$ cat src/rtl/mcu_pkg.sv
`default_nettype none
// ============================================================================
// Module   : mcu_pkg
// Purpose  : Shared widths, opcode constants and fetch-action encoding for
//            the 14-bit MCU core.
// Revision : 1.0 - initial release
// ============================================================================
package mcu_pkg;

   localparam int PC_W    = 11;
   localparam int INSTR_W = 14;

   localparam logic [2:0]  OP_GOTO_HI   = 3'b101;
   localparam logic [2:0]  OP_CALL_HI   = 3'b100;
   localparam logic [3:0]  OP_RETLW_HI  = 4'b1101;
   localparam logic [13:0] INSTR_RETURN = 14'h0008;
   localparam logic [13:0] INSTR_RETFIE = 14'h0009;
   localparam logic [13:0] INSTR_NOP    = 14'h0000;

   // What the fetch unit does with the PC this cycle
   typedef enum logic [2:0] {
      ACT_SEQ  = 3'd0,
      ACT_JUMP = 3'd1,
      ACT_CALL = 3'd2,
      ACT_RET  = 3'd3,
      ACT_SKIP = 3'd4
   } fetch_act_e;

endpackage
`default_nettype wire

$ cat src/rtl/hw_return_stack.sv
`default_nettype none
// ============================================================================
// Module   : hw_return_stack
// Purpose  : Circular hardware LIFO of return addresses with a saturating
//            occupancy counter. Push at full overwrites the oldest entry,
//            pop at empty reads the entry at the wrapped pointer.
//            Optional sticky overflow/underflow flags: PC_FETCH_STACK_ERR_EN.
// Revision : 1.0 - initial release
// ============================================================================
module hw_return_stack #(
   parameter int DEPTH = 8,
   parameter int W     = 11
) (
   input  logic                     clk,
   input  logic                     rst_n,
   input  logic                     push_i,
   input  logic                     pop_i,
   input  logic [W-1:0]             push_data_i,
   output logic [W-1:0]             tos_o,
   output logic [$clog2(DEPTH):0]   depth_o
`ifdef PC_FETCH_STACK_ERR_EN
   ,
   output logic                     ovf_o,
   output logic                     unf_o
`endif
);

   localparam int               PTR_W  = $clog2(DEPTH);
   localparam logic [PTR_W:0]   C_FULL = (PTR_W+1)'(DEPTH);

   logic [W-1:0]     mem_q [DEPTH];
   logic [PTR_W-1:0] sp_q, sp_d;
   logic [PTR_W:0]   depth_q, depth_d;
   logic [PTR_W-1:0] top_ptr;
   logic             full, empty;

   assign top_ptr = sp_q - PTR_W'(1);
   assign tos_o   = mem_q[top_ptr];
   assign depth_o = depth_q;
   assign full    = (depth_q == C_FULL);
   assign empty   = (depth_q == '0);

   // Entry storage; contents deliberately survive reset
   always_ff @(posedge clk) begin
      if (push_i) begin
         mem_q[sp_q] <= push_data_i;
      end
   end

   // Next pointer and saturating depth; pointer always wraps freely
   always_comb begin
      sp_d    = sp_q;
      depth_d = depth_q;
      if (push_i) begin
         sp_d = sp_q + PTR_W'(1);
         if (!full) depth_d = depth_q + (PTR_W+1)'(1);
      end else if (pop_i) begin
         sp_d = top_ptr;
         if (!empty) depth_d = depth_q - (PTR_W+1)'(1);
      end
   end

   // Pointer and depth registers
   always_ff @(posedge clk or negedge rst_n) begin
      if (!rst_n) begin
         sp_q    <= '0;
         depth_q <= '0;
      end else begin
         sp_q    <= sp_d;
         depth_q <= depth_d;
      end
   end

`ifdef PC_FETCH_STACK_ERR_EN
   logic ovf_q, unf_q;
   assign ovf_o = ovf_q;
   assign unf_o = unf_q;

   // Sticky error flags, cleared only by reset
   always_ff @(posedge clk or negedge rst_n) begin
      if (!rst_n) begin
         ovf_q <= 1'b0;
         unf_q <= 1'b0;
      end else begin
         if (push_i && full)  ovf_q <= 1'b1;
         if (pop_i  && empty) unf_q <= 1'b1;
      end
   end

   // Flag each wrap event in simulation
   always_ff @(posedge clk) begin
      if (rst_n) begin
         assert (!(push_i && full))  else $warning("return stack overflow");
         assert (!(pop_i  && empty)) else $warning("return stack underflow");
      end
   end
`endif

endmodule
`default_nettype wire

$ cat src/rtl/pc_fetch_ctrl.sv
`default_nettype none
// ============================================================================
// Module   : pc_fetch_ctrl
// Purpose  : Program counter and two-stage fetch sequencer. Resolves GOTO,
//            CALL, RETURN/RETFIE/RETLW via an internal return stack, accepts
//            skip / computed-jump / stall from execute, and flushes the
//            wrong-path fetch (one bubble per taken branch).
//            Optional stack error flags: PC_FETCH_STACK_ERR_EN.
// Revision : 1.0 - initial release
// ============================================================================
module pc_fetch_ctrl
   import mcu_pkg::*;
#(
   parameter int               PC_W        = mcu_pkg::PC_W,
   parameter int               INSTR_W     = mcu_pkg::INSTR_W,
   parameter int               STACK_DEPTH = 8,
   parameter logic [PC_W-1:0]  RESET_VEC   = '0
) (
   input  logic                           clk,
   input  logic                           rst_n,
   output logic [PC_W-1:0]                rom_addr_o,
   input  logic [INSTR_W-1:0]             rom_data_i,
   output logic [INSTR_W-1:0]             ir_o,
   output logic                           ir_valid_o,
   output logic [PC_W-1:0]                ir_pc_o,
   input  logic                           stall_i,
   input  logic                           skip_i,
   input  logic                           pc_load_i,
   input  logic [PC_W-1:0]                pc_load_addr_i,
   output logic [$clog2(STACK_DEPTH):0]   stack_depth_o
`ifdef PC_FETCH_STACK_ERR_EN
   ,
   output logic                           stack_ovf_o,
   output logic                           stack_unf_o
`endif
);

   logic [PC_W-1:0]    pc_q, pc_d;
   logic [INSTR_W-1:0] ir_q, ir_d;
   logic               ir_valid_q, ir_valid_d;
   logic [PC_W-1:0]    ir_pc_q, ir_pc_d;

   fetch_act_e         act;
   logic [PC_W-1:0]    tos;
   logic               exec;
   logic               is_ret;

   assign rom_addr_o = pc_q;
   assign ir_o       = ir_q;
   assign ir_valid_o = ir_valid_q;
   assign ir_pc_o    = ir_pc_q;

   // Only a real, unstalled instruction may redirect fetch
   assign exec   = ir_valid_q && !stall_i;
   assign is_ret = (ir_q == INSTR_RETURN) || (ir_q == INSTR_RETFIE) ||
                   (ir_q[INSTR_W-1 -: 4] == OP_RETLW_HI);

   // Decode the action: opcode control flow beats pc_load, which beats skip
   always_comb begin
      act = ACT_SEQ;
      if (exec) begin
         if      (ir_q[INSTR_W-1 -: 3] == OP_GOTO_HI) act = ACT_JUMP;
         else if (ir_q[INSTR_W-1 -: 3] == OP_CALL_HI) act = ACT_CALL;
         else if (is_ret)                             act = ACT_RET;
         else if (pc_load_i)                          act = ACT_JUMP;
         else if (skip_i)                             act = ACT_SKIP;
      end
   end

   // Next PC / IR; any non-sequential action squashes the fetch in flight
   always_comb begin
      pc_d       = pc_q;
      ir_d       = ir_q;
      ir_valid_d = ir_valid_q;
      ir_pc_d    = ir_pc_q;
      if (!stall_i) begin
         ir_pc_d    = pc_q;
         ir_d       = rom_data_i;
         ir_valid_d = 1'b1;
         unique case (act)
            ACT_JUMP: pc_d = (exec && !is_ret && ir_q[INSTR_W-1 -: 3] == OP_GOTO_HI)
                             ? ir_q[PC_W-1:0] : pc_load_addr_i;
            ACT_CALL: pc_d = ir_q[PC_W-1:0];
            ACT_RET:  pc_d = tos;
            default:  pc_d = pc_q + PC_W'(1);
         endcase
         if (act != ACT_SEQ) begin
            ir_d       = INSTR_NOP;
            ir_valid_d = 1'b0;
         end
      end
   end

   // Fetch pipeline registers
   always_ff @(posedge clk or negedge rst_n) begin
      if (!rst_n) begin
         pc_q       <= RESET_VEC;
         ir_q       <= INSTR_NOP;
         ir_valid_q <= 1'b0;
         ir_pc_q    <= '0;
      end else begin
         pc_q       <= pc_d;
         ir_q       <= ir_d;
         ir_valid_q <= ir_valid_d;
         ir_pc_q    <= ir_pc_d;
      end
   end

   hw_return_stack #(
      .DEPTH (STACK_DEPTH),
      .W     (PC_W)
   ) u_stack (
      .clk         (clk),
      .rst_n       (rst_n),
      .push_i      (act == ACT_CALL),
      .pop_i       (act == ACT_RET),
      .push_data_i (pc_q),
      .tos_o       (tos),
      .depth_o     (stack_depth_o)
`ifdef PC_FETCH_STACK_ERR_EN
      ,
      .ovf_o       (stack_ovf_o),
      .unf_o       (stack_unf_o)
`endif
   );

endmodule
`default_nettype wire

$ cat config.mk
export PLATFORM = sky130hd
export DESIGN_NAME = pc_fetch_ctrl
export DESIGN_NICKNAME = d
export VERILOG_FILES = /design/src/rtl/mcu_pkg.sv /design/src/rtl/hw_return_stack.sv /design/src/rtl/pc_fetch_ctrl.sv
export SDC_FILE = /design/constraint.sdc
export NUM_CORES = 1
export LEC_CHECK = 0
export ABC_AREA = 1
export CORE_ASPECT_RATIO = 1.1
export CORE_UTILIZATION = 48
export DETAILED_ROUTE_END_ITERATION = 12
export PLACE_DENSITY = 0.78
export SLEW_MARGIN = 20
export SYNTH_ARGS = -nofsm -noshare
export SYNTH_HDL_FRONTEND = slang
export SYNTH_SLANG_ARGS = --single-unit
$ cat constraint.sdc
create_clock -name clk -period 5.3 [get_ports clk]
set_input_delay 0.795 -clock clk [delete_from_list [all_inputs] [get_ports clk]]
set_output_delay 0.795 -clock clk [all_outputs]
set_load 0.005 [all_outputs]
==> impl_results.md, run 1 <==
* RSZ-0062 raised after global routing: no
* Post-DP HPWL at 10300 um
* Sink Count at 132
* Via density at 5.63
* Final Skew at 0.00808 ns
* Synth Register Bits at 132
* Critical path class: reg2reg
* Diode count at 0
* Peak supply drop at 0.348 mV
* FF-to-FF path depth at 11
* Min cycle time layout at 3.65 ns
* Post-synthesis sequential area ratio at 0.602
* Fraction of layout instances using a drive strength above 1 at 0.148
* Root Buffer: clkbuf_16
* Placeable Area at 12600 sq um
* Initial antenna violation count at 0
* Synth Instances at 576
* Fin crit share at 0.689
* Row count at 43
* Setup crit end kind: flop
* First-pass GRT wire length at 24600 um
* Full die area at 13400 sq um
* Gr usage total at 0.243
* Worst skew pair latency at 0.42 ns
* CTS Hold Bufs at 0
* # Max-Cap Violations at 0
* Capturing point of the worst reg2reg path: rom_addr_o[0]$_DFFE_PN0N_
* Final WL at 15500 um
* Max clock buf depth at 2
* Hold Crit Class: in2async
* Area contributors post-synth: edfxtp_1 (43%), dfrtp_1 (18%), nand2_1 (6.9%)
* Initial DRC count at 412
* Residual DRC at 0
* Most common cell in the synthesized netlist: nand2_1
* Chip width at 110 um
* Reg2Reg Launch Point: u_stack.sp_q[0]$_DFFE_PN0P_
* I/O pins at 71
* Remaining Overflow, GRT at 0
* Required time of the critical path at 5.58 ns
* CTS clk-pin slew, worst paths at 0.06 ns
* Post-synth EDFFs at 88
* Mean Syn Cell Area at 10.8 sq um
* Slew headroom at 0.358
* Worst setup path startpoint: u_stack.sp_q[0]$_DFFE_PN0P_
* H-tree Lvls at 4
* CTS tree: yes
* Initial Util at 0.492
* Resized cells post-CTS at 0
* Slew @ Worst Pin at 0.960 ns
* Port bufs at 70
* Final Setup Violations at 0
* Number of setup buffers added after CTS at 0
* Commonest cells post-synth: nand2_1 (114), edfxtp_1 (88), inv_1 (46)
* Synth Cell Area at 6210 sq um
* Max Freq at 274 MHz
* Setup Total Neg Slack at 0 ns
* Worst-path fanout max at 47
* WL/cell at 18.9 um
* Fraction of registers with async set/reset at 0.333
* Largest net degree at the start of global routing at 48
* Status: complete, no violations
* Synth top area share at 0.425
* Worst Path Arrival at 3.93 ns
* Worst setup SP type: flop
* Cell taking the most area after synthesis: edfxtp_1
* FF-to-FF setup slack at 1.65 ns
* Post-route ant nets at 0
* Placer Congestion at 0.935
* Hold Fails Final Rpt at 0
* Vias in the first global route at 4580
* Hold WS at 0.369 ns
* Layout net count at 683
* Clock buffer count from CTS at 17
* Layout area overhead at 23.0%
* Most common flop cell mapped by yosys: edfxtp_1
* Syn nets at 611
* Max Transition Viols Final at 0
* PwrDens at 540 nW/um^2
* Syn. warnings at 0
* Pleak at 3.04 nW
* Via total after detailed routing at 4605
* Count of TritonRoute iterations in the first routing pass at 8
* Die H at 121 um
* Yosys cell types at 44
[registers in the layout (all words and copies together), names as in the netlist]
register,flops
u_stack.depth_o,4
ir_valid_o,1
u_stack.sp_q,3
rom_addr_o,11
u_stack.mem_q,88
ir_o,14
ir_pc_o,11
[kinds of logic (layout without fill, tap and decap cells)]
logic type                 Yosys count  after routing  share of synthesized area
AOI/OAI and AO/OA                  131            131                      0.136
xor gates and xnor gates            15             15                     0.0236
buffers and inverters               86            171                     0.0612
DFF                                132            132                      0.602
and+or+nand+nor                    198            198                      0.152
muxes                                9              9                     0.0145
adders and majority gates            5              5                     0.0101
[worst max-delay path, cell delays in order, from the launching register on]
cell	delay [ns]
dfrtp_1	0.32
buf_4	0.44
inv_2	0.41
ha_1	0.85
inv_1	0.53
a21oi_1	0.29
a32o_1	0.16
nand2_1	0.05
o31ai_1	0.10
o22ai_2	0.13
nor2_1	0.13
a21oi_1	0.07
[how the worst max path moves through the flow]
| stage | slack [ns] | end | cells past startpoint |
|---|---|---|---|
| 6_report | 1.65 | rom_addr_o[0]$_DFFE_PN0N_ | 11 |
| 4_1_cts | 1.71 | rom_addr_o[0]$_DFFE_PN0N_ | 11 |
| 5_1_grt | 1.33 | rom_addr_o[2]$_DFFE_PN0N_ | 11 |
| 3_5_place_dp | 1.60 | u_stack.mem_q[6][5]$_DFFE_PP_ | 10 |
| 2_1_floorplan | 2.55 | u_stack.mem_q[1][0]$_DFFE_PP_ | 8 |
| 3_3_place_gp | 1.68 | u_stack.mem_q[7][4]$_DFFE_PP_ | 10 |
[cell usage in the layout (no fill, tap or decap), types with 5 or more instances in the layout]
cell type          n
nor2_1            39
nand3_1           12
nor3_2            10
a21oi_1           37
buf_4             11
o22ai_1           16
dfrtp_1           44
clkbuf_16         21
inv_1             46
o21ai_0           31
ha_1               5
nor3_1             7
o21ai_1           12
inv_2             10
o22ai_2            9
o31ai_1           11
nand2_1          114
xor2_1            10
mux2i_1            9
clkdlybuf4s50_1   69
a21oi_2            7
edfxtp_1          88
[final cells by class]
class,instances,area [sq um]
flip-flops and latches,132,3740
well taps,157,196
clock inverters,8,55.1
inverters,59,229
repair buffers,80,773
clock buffers,24,557
multi-input cells,358,2090
fillers,955,5000
[metrics by stage]
| stage | power, mW | instance area [sq um] | instances | setup WS [ns] | utilization |
|---|---|---|---|---|---|
| 2_1_floorplan | 2.37 | 6210 | 576 | 2.55 | - |
| 3_3_place_gp | 2.88 | 7030 | 786 | 1.68 | 0.556 |
| 3_5_place_dp | 2.91 | 7030 | 786 | 1.60 | 0.556 |
| 4_1_cts | 4.11 | 7640 | 818 | 1.71 | 0.604 |
| 5_1_grt | 4.33 | 7640 | 818 | 1.33 | 0.605 |
| 6_report | 4.13 | 7640 | 818 | 1.65 | 0.605 |
[routing by layer]
layer / GRT usage / wire (um)
met1: 0.309 / 6200
met2: 0.399 / 7670
met3: 0.0604 / 1200
met4: 0.100 / 408
met5: 0 / 0
[where the power goes]
part | internal, mW | total [mW] | switching [mW]
Sequential | 1.30 | 1.52 | 0.221
Combinational | 0.562 | 1.43 | 0.866
Clock | 0.737 | 1.18 | 0.447
Power figures use the tool's default switching activity.
==> run 2, diff against run 1 <==
==> constraint.sdc (replaced) <==
create_clock -name clk -period 3.5 [get_ports clk]
set_input_delay 0.525 -clock clk [delete_from_list [all_inputs] [get_ports clk]]
set_output_delay 0.525 -clock clk [all_outputs]
set_load 0.005 [all_outputs]
==> run 2 against run 1 <==
Cell area is 0.75% higher. Global-route usage decreased by 1.8 points. Critical path depth shrank 1. Power is 53% higher. Core utilization up 0.46 points. Sequential share of layout area is 0.37 points lower. Hold slack got worse by 0.27 ns. Wire length is 7.6% lower. Clock power up 57%. Sequential power grew 50%. Critical path type unchanged. Highest routed layer unchanged.
==> impl_results.md, run 2 (synthesis results as in run 1) <==
* Status: complete, no violations (unchanged)
* Required time of the critical path at 3.78 ns (was 5.58 ns)
* Total of fill cells in the finished design at 932 (was 955)
* # Max-Cap Violations at 0 (unchanged)
* Via total after detailed routing at 4528 (was 4605)
* Row count at 43 (unchanged)
* Sequential cell area at 3740 sq um (unchanged)
* Setup Total Neg Slack at 0 ns (unchanged)
* WL/cell at 17.4 um (was 18.9 um)
* Number of setup buffers added after CTS at 0 (unchanged)
* Placeable Area at 12600 sq um (unchanged)
* Resized cells post-CTS at 0 (unchanged)
* Post-route ant nets at 0 (unchanged)
* Pleak at 3.07 nW (was 3.04 nW)
* Initial DRC count at 251 (was 412)
* Worst skew pair latency at 0.42 ns (about the same)
* Max Transition Viols Final at 0 (unchanged)
* Pre-CTS setup slack at 0.607 ns (was 1.60 ns)
* Remaining Overflow, GRT at 0 (unchanged)
* Top delay family on crit path: buffers and inverters (unchanged)
* Via density at 5.51 (was 5.63)
* Diode count at 0 (unchanged)
* Post-DP HPWL at 9450 um (was 10300 um)
* PwrDens at 819 nW/um^2 (was 540 nW/um^2)
* Final Skew at 0.00843 ns (was 0.00808 ns)
* Residual DRC at 0 (unchanged)
* RSZ-0062 raised after global routing: no (unchanged)
* CTS Hold Bufs at 0 (unchanged)
* Max clock buf depth at 2 (unchanged)
* Worst-path fanout max at 24 (was 47)
* H-tree Lvls at 4 (unchanged)
* Peak supply drop at 0.359 mV (was 0.348 mV)
* Sink Count at 132 (unchanged)
* Final WL at 14300 um (was 15500 um)
* Min cycle time layout at 2.56 ns (was 3.65 ns)
* Worst path cell trace: inv_1, ha_1, inv_1, a21oi_1, nor2_1, o21ai_0, o21ai_0, o22ai_1, nor3_1, a21oi_1 (was buf_4, inv_2, ha_1, inv_1, a21oi_1, a32o_1, nand2_1, o31ai_1, o22ai_2, nor2_1, a21oi_1)
* Final Setup Violations at 0 (unchanged)
* Final WS setup at 0.938 ns (was 1.65 ns)
* Max FFs per register at 88 (unchanged)
* Layout net count at 687 (was 683)
* Worst Path Arrival at 2.84 ns (was 3.93 ns)
* Gr usage total at 0.225 (was 0.243)
* Hold Crit Class: in2async (unchanged)
* Full die area at 13400 sq um (unchanged)
* Fin crit share at 0.732 (was 0.689)
* CTS tree: yes (unchanged)
* Area of the multi-input gates at 2090 sq um (unchanged)
* Max incr delay on CP at 0.57 ns (was 0.85 ns)
* Fraction of layout instances using a drive strength above 1 at 0.153 (was 0.148)
* Die H at 121 um (unchanged)
* WP buf/inv at 2 (was 3)
* Hold Fails Final Rpt at 0 (unchanged)
* Placer Congestion at 0.846 (was 0.935)
* Initial Util at 0.492 (unchanged)
* Port bufs at 70 (unchanged)
* Slew headroom at 0.483 (was 0.358)
* Slowest-stage cell, CP: inv_1 (was ha_1)
* Layout area overhead at 23.9% (was 23.0%)
* Commonest non-fill, non-tap cells in the layout: nand2_1 (114), edfxtp_1 (88), clkdlybuf4s50_1 (69) (unchanged)
* Count of TritonRoute iterations in the first routing pass at 4 (was 8)
* Pwr Total at 6.31 mW (was 4.13 mW)
* Max Freq at 390 MHz (was 274 MHz)
* Root Buffer: clkbuf_16 (unchanged)
* Initial antenna violation count at 0 (unchanged)
* Largest net degree at the start of global routing at 47 (was 48)
* Most flop-heavy register: u_stack.mem_q (unchanged)
* Chip width at 110 um (unchanged)
* I/O pins at 71 (unchanged)
* Slew @ Worst Pin at 0.774 ns (was 0.960 ns)
* First-pass GRT wire length at 23000 um (was 24600 um)
* Critical path class: reg2reg (unchanged)
* Clock buffer count from CTS at 17 (unchanged)
* Commonest non-fill, non-tap cell in the layout: nand2_1 (unchanged)
* CTS clk-pin slew, worst paths at 0.06 ns (about the same)
* Worst setup SP type: flop (unchanged)
* Vias in the first global route at 4615 (was 4580)
* Setup crit end kind: flop (unchanged)
run 2: final timing paths:
check | cells after the start | end | slack (ns) | startpoint
worst min register to register | 2 | ir_pc_o[9]$_DFFE_PN0N_ | 0.48 | ir_pc_o[9]$_DFFE_PN0N_
worst min-delay path | 1 | ir_o[11]$_DFFE_PN0N_ | 0.1 | rst_n
max in group asynchronous | 1 | ir_pc_o[1]$_DFFE_PN0N_ | 3.01 | rst_n
worst max-delay path | 10 | rom_addr_o[2]$_DFFE_PN0N_ | 0.94 | u_stack.sp_q[1]$_DFFE_PN0P_
min in group clk | 2 | ir_pc_o[9]$_DFFE_PN0N_ | 0.48 | ir_pc_o[9]$_DFFE_PN0N_
worst max register to register | 10 | rom_addr_o[2]$_DFFE_PN0N_ | 0.94 | u_stack.sp_q[1]$_DFFE_PN0P_
run 2: metal layers:
| metal | up-vias | global-route usage | part of all wire |
|---|---|---|---|
| met5 | - | 0 | 0 |
| met4 | 0 | 0.108 | 0.021 |
| met3 | 27 | 0.0390 | 0.075 |
| met2 | 216 | 0.385 | 0.50 |
| met1 | 2157 | 0.278 | 0.40 |
| li1 | 2128 | - | - |
run 2: cell type report:
type | instances | area share
sequential | 132 | 0.486
multi-input combinational | 358 | 0.271
timing repair buffer | 84 | 0.104
clock buffer | 24 | 0.0723
inverter | 59 | 0.0297
tap | 157 | 0.0255
clock inverter | 8 | 0.0107
run 2: per-stage QoR:
step / cells / hold WS (ns) / area (sq um) / utilization
2_1_floorplan: 576 / 0.229 / 6210 / -
3_3_place_gp: 790 / 0.468 / 7060 / 0.558
3_5_place_dp: 790 / 0.475 / 7060 / 0.558
4_1_cts: 822 / 0.301 / 7700 / 0.609
5_1_grt: 822 / 0.149 / 7700 / 0.609
6_report: 822 / 0.0986 / 7700 / 0.609
run 2: where the power goes:
| group | switching (mW) | internal, mW |
|---|---|---|
| Combinational | 1.32 | 0.860 |
| Clock | 0.663 | 1.19 |
| Sequential | 0.317 | 1.96 |
